`config.mk`:
```
export PLATFORM = sky130hd
export DESIGN_NAME = sc_eval_ctrl
export DESIGN_NICKNAME = d
export VERILOG_FILES = /design/src/rtl/sc_ctrl_pkg.sv /design/src/rtl/sc_cmp_sng.sv /design/src/rtl/sc_eval_ctrl.sv
export SDC_FILE = /design/constraint.sdc
export NUM_CORES = 1
export LEC_CHECK = 0
export ABC_CLOCK_PERIOD_IN_PS = 2000
export BUFFER_PORTS_ARGS = -buffer_cell sky130_fd_sc_hd__buf_2
export CAP_MARGIN = 20
export CORE_UTILIZATION = 40
export DETAILED_ROUTE_END_ITERATION = 8
export HOLD_SLACK_MARGIN = 0.12
export PLACE_DENSITY = 0.61
export REMOVE_ABC_BUFFERS = 1
export SLEW_MARGIN = 5
export SYNTH_ARGS = -nofsm -noshare
export SYNTH_HDL_FRONTEND = slang
export SYNTH_HIERARCHICAL = 1
export SYNTH_SLANG_ARGS = --single-unit
```
`constraint.sdc`:
```
create_clock -name clk -period 2 [get_ports clk]
set_clock_uncertainty 0.15 [all_clocks]
set_input_delay 0.4 -clock clk [delete_from_list [all_inputs] [get_ports clk]]
set_output_delay 0.4 -clock clk [all_outputs]
set_load 0.03 [all_outputs]
```
`src/rtl/sc_ctrl_pkg.sv`:
```
// Shared types, default sizing and the comparator code generator for the
// stochastic-computing evaluation sequencer.
package sc_ctrl_pkg;

   // Sequencer phases: waiting for a job, streaming, holding a result
   typedef enum logic [1:0] {
      IDLE = 2'd0,
      RUN  = 2'd1,
      DONE = 2'd2
   } state_e;

   // Default stream sizing; modules with their own STREAM_LOG2 derive
   // matching local values from it
   localparam int DEF_STREAM_LOG2 = 4;
   localparam int STREAM_LEN      = 2 ** DEF_STREAM_LOG2;
   localparam int CNT_W           = DEF_STREAM_LOG2 + 1;

   // Comparator code: the low prec bits of t are bit-reversed, so that
   // consecutive cycles spread evenly over the value range, then rotated
   // left by rot so that different variables see decorrelated sequences
   function automatic logic [31:0] rngCode(input logic [31:0] t,
                                           input int prec,
                                           input int rot);
      logic [31:0] revBits;
      logic [31:0] result;
      int          rotMod;
      revBits = '0;
      result  = '0;
      rotMod  = (prec > 0) ? (rot % prec) : 0;
      for (int j = 0; j < 32; j++) begin
         if (j < prec) begin
            revBits[5'(j)] = t[5'(prec - 1 - j)];
         end
      end
      for (int j = 0; j < 32; j++) begin
         if (j < prec) begin
            result[5'((j + rotMod) % prec)] = revBits[5'(j)];
         end
      end
      return result;
   endfunction

endpackage

```
`src/rtl/sc_cmp_sng.sv`:
```
// Comparator-based stochastic number generator for one network variable:
// emits 1 whenever the cycle's pseudo-random code is below the probability.
module sc_cmp_sng
   import sc_ctrl_pkg::*;
#(
   parameter int PREC = 4,
   parameter int TW   = 4,
   parameter int IDX  = 0
) (
   input  logic [PREC:0]   prob_i,
   input  logic [TW-1:0]   t_i,
   output logic            bit_o
);

   logic [31:0]     tExt;
   logic [PREC-1:0] rngVal;

   // Derive this variable's code from the shared cycle counter and compare.
   // The extra MSB on the compare lets prob = 2^PREC yield a constant 1.
   always_comb begin
      tExt   = 32'(t_i);
      rngVal = PREC'(rngCode(tExt, PREC, IDX % PREC));
      bit_o  = ({1'b0, rngVal} < prob_i);
   end

endmodule

```
`src/rtl/sc_eval_ctrl.sv`:
```
// Sequencer for one combinational stochastic-computing AND-OR network:
// accepts a job of per-variable probabilities, streams 2^STREAM_LOG2 cycles
// of const codes and variable bits, popcounts the network outputs and
// returns the counts over a valid/ready interface.
module sc_eval_ctrl
   import sc_ctrl_pkg::*;
#(
   parameter int NUM_CONSTS  = 2,
   parameter int NUM_VARS    = 2,
   parameter int NUM_OUTPUTS = 1,
   parameter int PREC        = 4,
   parameter int STREAM_LOG2 = 4
) (
   input  logic                                  clk,
   input  logic                                  rst,
   input  logic                                  in_valid,
   output logic                                  in_ready,
   input  logic [NUM_VARS*(PREC+1)-1:0]          in_probs,
   input  logic                                  abort,
   output logic [NUM_CONSTS-1:0]                 cf_const,
   output logic [NUM_VARS-1:0]                   cf_vars,
   input  logic [NUM_OUTPUTS-1:0]                cf_outputs,
   output logic                                  out_valid,
   input  logic                                  out_ready,
   output logic [NUM_OUTPUTS*(STREAM_LOG2+1)-1:0] out_counts
);

   localparam int LOCAL_CNT_W = STREAM_LOG2 + 1;
   localparam int PROB_W      = NUM_VARS * (PREC + 1);
   localparam int COUNTS_W    = NUM_OUTPUTS * LOCAL_CNT_W;
   localparam logic [STREAM_LOG2-1:0] T_LAST = '1;

   // The const counter and the comparators both slice the cycle counter,
   // so it must be at least as wide as either of them
   if (STREAM_LOG2 < NUM_CONSTS || STREAM_LOG2 < PREC) begin : g_bad_stream
      $error("sc_eval_ctrl: STREAM_LOG2 must be >= max(NUM_CONSTS, PREC)");
   end

   state_e                  state_q, state_d;
   logic [STREAM_LOG2-1:0]  t_q, t_d;
   logic [PROB_W-1:0]       probs_q, probs_d;
   logic [COUNTS_W-1:0]     counts_q, counts_d;
   logic [NUM_VARS-1:0]     sngBits;
   logic                    running;

   // One comparator SNG per network variable, all sharing the cycle counter
   for (genvar i = 0; i < NUM_VARS; i++) begin : g_sng
      sc_cmp_sng #(
         .PREC (PREC),
         .TW   (STREAM_LOG2),
         .IDX  (i)
      ) u_sng (
         .prob_i (probs_q[i*(PREC+1) +: (PREC+1)]),
         .t_i    (t_q),
         .bit_o  (sngBits[i])
      );
   end

   // State, counter, probability and count registers; reset drops any job
   always_ff @(posedge clk or posedge rst) begin
      if (rst) begin
         state_q  <= IDLE;
         t_q      <= '0;
         probs_q  <= '0;
         counts_q <= '0;
      end else begin
         state_q  <= state_d;
         t_q      <= t_d;
         probs_q  <= probs_d;
         counts_q <= counts_d;
      end
   end

   // Next-state logic: accept in IDLE, accumulate in RUN, hold in DONE
   always_comb begin
      state_d   = state_q;
      t_d       = t_q;
      probs_d   = probs_q;
      counts_d  = counts_q;
      in_ready  = 1'b0;
      out_valid = 1'b0;
      running   = 1'b0;
      case (state_q)
         IDLE: begin
            in_ready = 1'b1;
            if (in_valid) begin
               probs_d  = in_probs;
               counts_d = '0;
               t_d      = '0;
               state_d  = RUN;
            end
         end
         RUN: begin
            running = 1'b1;
            if (abort) begin
               counts_d = '0;
               t_d      = '0;
               state_d  = IDLE;
            end else begin
               for (int k = 0; k < NUM_OUTPUTS; k++) begin
                  counts_d[k*LOCAL_CNT_W +: LOCAL_CNT_W] =
                     counts_q[k*LOCAL_CNT_W +: LOCAL_CNT_W] +
                     LOCAL_CNT_W'(cf_outputs[k]);
               end
               t_d = t_q + 1'b1;
               if (t_q == T_LAST) begin
                  state_d = DONE;
               end
            end
         end
         DONE: begin
            out_valid = 1'b1;
            if (out_ready) begin
               state_d = IDLE;
            end
         end
         default: begin
            state_d = IDLE;
         end
      endcase
   end

   // Network stimulus is only driven while streaming, otherwise held at zero
   always_comb begin
      cf_const   = running ? t_q[NUM_CONSTS-1:0] : '0;
      cf_vars    = running ? sngBits : '0;
      out_counts = counts_q;
   end

endmodule
```
==> results.cfg, run 1 <==
[synthesis]
synth_commonest_cells = 21 x dfrtp_1, 10 x mux2_2, 9 x ha_1
async_flop_share_pct = 100
synth_cell_type_count = 26
syn_area_mm2 = 0.00115
synth_edf_count = 0
yosysTopAreaCell = dfrtp_1
yosysMostFrequentCell = dfrtp_1
ys_warn_count = 6
synthFlopType = dfrtp_1
synth_top_area_share_pct = 45.8
synth_area_per_cell_um2 = 11.5
ys_ff_latch = 21
synthCells = 100
synth_seq_area_share_pct = 45.8
ys_top_cells_by_area = dfrtp_1 46%, ha_1 9.8%, mux2_2 9.8%

[status]
violations = negative setup slack
status = finished, violations left

[placement]
io_buffers = 26
dpl.hpwl_um = 1540
pre_cts_ws_ps = 53.7
gp_congestion = 0.739

[cells_and_area]
areaGrowthSynthToFinish_pct = 25.7
nNetsFinal = 161
n_antenna_cell = 0
drive_gt1_share_pct = 46.7

[drt]
avgRoutedWirePerCell_um = 12.4
drt-initial-drc-count = 7
vias_per_cell = 5.07
drt_first_pass_iters = 4
drc = 0
ant_nets = 0
wl_um = 2060
via_count = 841

[sta]
rsz0062_at_grt = true
post-route-period-util_pct = 109
setup_tns_ps = -318
fin_ws_ps = -178
worst_slew_pin_slew_ps = 439
finalSetupViolCount = 2
period_minus_slack_ps = 2180
final_max_slew_viol_count = 0
relSlewSlack_pct = 70.7
clock.fmax_mhz = 459
final_hold_viol_count = 0

[global_route]
grt_pass1_vias = 810
antenna_found_initial = 0
grt_overflow = 0
grt_max_degree = 22
grt_pass1_wl_um = 3670
grt_usage_pct = 15.4

[worst_setup_path]
cp_slowest_stage_delay_ps = 470
crit_buf_inv = 1
cp_max_fo = 4
worstPathRequired_ps = 1450
worst-setup-path-type = flop to primary output
path_cells = ha_4, nor3b_2, nor2_1, o31ai_2, and2_1, buf_6
startpoint_type = flop
end_kind = primary output
cp_top_family = flip-flops
cp.arrival_ps = 1630
critPathSlowestCell = dfrtp_2

[floorplan]
start_util_pct = 42.0
die_height_um = 55.6
die_x_um = 55.6
ioPinCount = 27
core_mm2 = 0.00273
dieArea_mm2 = 0.00309
row_count = 19

[clocking]
clk_pin_slew_worst_paths_ps = 120
clock_latency_ps = 310
cts.sinks = 21
cts_buffer_depth = 2
cts_buffers = 3
tritoncts = done
htree_levels = 1
cts_root_buf = clkbuf_4

[flow_run]
drv_cap = 0

[power]
p_leak_nw = 0.718
p_total_w = 0.00121
ir_worst_vdd_uv = 638
power_density_mw_per_mm2 = 837

[hold_path]
hp-class = input pin to flop
-- area by class of cell --
class | instances | area [µm²]
fillers | 277 | 1290
multi-input cells | 69 | 621
flip-flops and latches | 21 | 528
repair buffers | 33 | 198
well taps | 31 | 38.8
inverters | 8 | 30.0
clock buffers | 3 | 22.5
clock inverters | 1 | 5.00
-- stage by stage --
step | cells | utilization, % | hold WS (ps) | cell area (µm²)
2_1_floorplan | 98 | - | 227 | 1130
3_3_place_gp | 159 | 48.6 | 294 | 1330
3_5_place_dp | 159 | 48.6 | 299 | 1330
4_1_cts | 165 | 51.3 | 146 | 1400
5_1_grt | 166 | 52.8 | 136 | 1440
6_report | 166 | 52.8 | 162 | 1440
-- sequential cells by signal, indices dropped and copies added (netlist names) --
name and flops:
state_q 2, t_q 4, probs_q 10, out_counts 5
-- per-layer routing --
layer  global-route usage (%)  wire length [µm]
met1                     20.8               962
met3                     3.75                78
met5                        0                 0
met2                     24.1               994
met4                     5.36                26
-- kinds of logic after synthesis --
| logic type | count (synthesis) | synth area share, % |
|---|---|---|
| compound gates | 15 | 10.7 |
| xor+xnor | 2 | 1.53 |
| fa+ha+maj | 9 | 9.81 |
| buf+inv | 10 | 4.25 |
| flops | 21 | 45.8 |
| mux | 11 | 10.7 |
| simple gates | 32 | 17.2 |
-- power breakdown --
group | internal, W | switching [W] | leakage [nW] | total (W)
combinational | 0.000225 | 0.000214 | 0.438 | 0.000438
sequential | 0.000492 | 0.0000733 | 0.262 | 0.000565
clock | 0.0000747 | 0.000129 | 0.0177 | 0.000204
total | 0.000791 | 0.000416 | 0.718 | 0.00121
-- path summary, 6_finish.rpt --
path / startpoint / end / slack [ps] / cells past startpoint
min in group asynchronous: rst / probs_q[2]$_DFFE_PP0P_ / 490 / 4
max reg2reg: state_q[1]$_DFFE_PP0P_ / probs_q[2]$_DFFE_PP0P_ / 330 / 3
max in group asynchronous: rst / t_q[1]$_DFFE_PP0P_ / 970 / 4
min: in_probs[8] / probs_q[8]$_DFFE_PP0P_ / 160 / 2
min reg2reg: probs_q[3]$_DFFE_PP0P_ / probs_q[3]$_DFFE_PP0P_ / 380 / 1
max: t_q[2]$_DFFE_PP0P_ / cf_vars[0] / -180 / 6
-- cell usage in the layout, fill, tap and decap left out, types with 3 or more instances in the layout --
master,count
clkbuf_4,3
and2_1,5
ha_1,6
buf_2,24
mux2_2,10
inv_1,6
buf_4,6
nand3_1,6
nor2_1,8
ha_4,3
a22o_1,5
dfrtp_1,19
-- what timing repair did --
action                     4_1_cts  5_1_grt
setup endpoints to repair        2        4
gates cloned                     0        0
hold endpoints to repair        21        0
pin swaps                        4        3
hold buffers                     1        0
buffers inserted                 1        1
resized for setup               10        7
Power figures use the tool's default switching activity.
==> run 2, diff against run 1 <==
PLACE_DENSITY = unset   (was 0.61)
PLACE_DENSITY_LB_ADDON = 0.25   (was unset)
==> run 2 against run 1 <==
The run still ends with negative setup slack left. First-iteration DRC count is 43% higher. Design area is 2.3% lower. Clock power hardly changed. Die area stayed put. Via count is 0.36% higher. Combinational power is 3% lower. Critical path type unchanged. Critical endpoint is now cf_vars[1]. Largest cell class unchanged. Highest routed layer unchanged.
==> results.cfg, run 2 (synthesis results as in run 1) <==
[sta]
period_minus_slack_ps = 2210
rsz0062_at_grt = true
post-route-period-util_pct = 111
clock.fmax_mhz = 452
fin_ws_ps = -213
worst_slew_pin_slew_ps = 445
setup_tns_ps = -378
final_hold_viol_count = 0
finalSetupViolCount = 2
final_max_slew_viol_count = 0
whs_ps = 159
relSlewSlack_pct = 70.3

[worst_setup_path]
r2r_end = probs_q[5]$_DFFE_PP0P_
critPathSlowestCell = dfrtp_1
startpoint_type = flop
worstPathRequired_ps = 1450
cp_max_fo = 2
r2r_cells = 3
cp_slowest_stage_delay_ps = 410
worst-setup-path-type = flop to primary output
crit_buf_inv = 1
end_kind = primary output
cp.arrival_ps = 1660
path_cells = ha_1, o21ai_1, nor2_1, o31ai_2, and2_4, buf_6
cp_top_family = flip-flops
worst-r2r-setup-slack_ps = 350
r2r_start = state_q[1]$_DFFE_PP0P_

[power]
p_sw_w = 0.000408
pwr-share-seq_pct = 46.9
p_total_w = 0.00119
p_leak_nw = 0.717
pwr-share-clk_pct = 17.4
p_comb_share_pct = 35.8
p_sw_share_pct = 34.3
power_density_mw_per_mm2 = 843
p_int_w = 0.000781
ir_worst_vdd_uv = 561

[status]
status = finished, violations left
violations = negative setup slack

[clocking]
cts.sinks = 21
clock_latency_ps = 310
tritoncts = done
cts_buffer_depth = 2
clk_pin_slew_worst_paths_ps = 130
cts_root_buf = clkbuf_4
cts_buffers = 3
htree_levels = 1

[drt]
drt_first_pass_iters = 4
drt-initial-drc-count = 10
drt-met1-wl_um = 1020
via_count = 844
vias_per_cell = 5.12
avgRoutedWirePerCell_um = 12.9
maxUsedRoutingLayer = met4
wl_um = 2130
route.met2.wl_um = 1010
ant_nets = 0
wl_met3_um = 90
drc = 0

[floorplan]
ioPinCount = 27
core_mm2 = 0.00273
start_util_pct = 42.0
dieArea_mm2 = 0.00309
die_x_um = 55.6
row_count = 19
die_height_um = 55.6

[cells_and_area]
layout_common_cells = 24 x buf_2, 18 x dfrtp_1, 10 x mux2_2
final_common_cell = buf_2
areaGrowthSynthToFinish_pct = 22.9
regMostFlops = probs_q
final_area_mm2 = 0.00141
nNetsFinal = 160
largest_register_ffs = 10
n_antenna_cell = 0
drive_gt1_share_pct = 44.8

[global_route]
grt_max_degree = 22
grt_pass1_wl_um = 3690
grt_overflow = 0
grt_pass1_vias = 823
antenna_found_initial = 0
grt_usage_pct = 15.3

[flow_run]
drv_cap = 0

[placement]
io_buffers = 26
gp_congestion = 0.772
dpl_cell_area_mm2 = 0.00133
dpl.hpwl_um = 1530

[hold_path]
hold_path_depth = 2
min-delay-start = in_probs[4]
hp-class = input pin to flop
hold_path_end = probs_q[4]$_DFFE_PP0P_
[run 2: changes by cell type in the layout (fill, tap and decap cells not counted)]
cell and delta:
inv_1 +1, o21ai_2 -1, o21ai_1 +1, and2_4 +1, dfrtp_2 +1, dfrtp_1 -1
ha_1 +2, inv_2 -1, and2_1 -1, ha_4 -2, buf_4 -1
[run 2: power by group through the flow]
stage / clock network, W / logic, W / registers [W]
final: 0.000206 / 0.000425 / 0.000557
after global routing: 0.000241 / 0.000475 / 0.000571
after floorplan: 0 / 0.000270 / 0.000553
after CTS: 0.000221 / 0.000415 / 0.000558
after detailed placement: 0 / 0.000372 / 0.000565
after global placement: 0 / 0.000363 / 0.000563
[run 2: worst max path at each step]
stage,slack (ps),to,depth (start not counted),start
after floorplan,80,cf_vars[1],5,t_q[3]$_DFFE_PP0P_
after global placement,90,cf_vars[0],6,t_q[1]$_DFFE_PP0P_
after detailed placement,70,cf_vars[1],7,probs_q[6]$_DFFE_PP0P_
after CTS,-220,cf_vars[1],6,t_q[3]$_DFFE_PP0P_
after global routing,-330,cf_vars[1],6,t_q[2]$_DFFE_PP0P_
final,-210,cf_vars[1],6,t_q[3]$_DFFE_PP0P_
[run 2: through the flow]
stage	std cells	util, %	setup WS [ps]
3_3_place_gp	159	48.6	85.2
4_1_cts	165	51.3	-219
5_1_grt	165	51.6	-326
2_1_floorplan	98	-	83.7
6_report	165	51.6	-213
3_5_place_dp	159	48.6	70.9
[run 2: final cells by class]
class	count	area, µm²
repair buffers	32	190
clock buffers	3	22.5
inverters	8	30.0
clock inverters	1	5.00
fillers	255	1320
multi-input cells	69	594
well taps	31	38.8
flip-flops and latches	21	529
[run 2: repair_timing]
| action | in CTS | in global routing |
|---|---|---|
| pin swaps | 4 | 2 |
| setup buffers | 1 | 0 |
| resized for setup | 12 | 3 |
| endpoints found under the hold margin | 21 | 0 |
| setup endpoints to repair | 3 | 4 |
| hold buffers | 1 | 0 |
[run 2: metal layers]
| layer | global-route usage, % | up-vias |
|---|---|---|
| met5 | 0 | - |
| met4 | 5.36 | 0 |
| met3 | 2.81 | 2 |
| met2 | 24.4 | 21 |
| met1 | 20.9 | 403 |
| li1 | - | 418 |
[run 2: worst reg2reg max path, stage by stage, from the launching register on]
cell	delay (ps)
dfrtp_1	480
nor2_2	140
and2_1	410
mux2_2	390
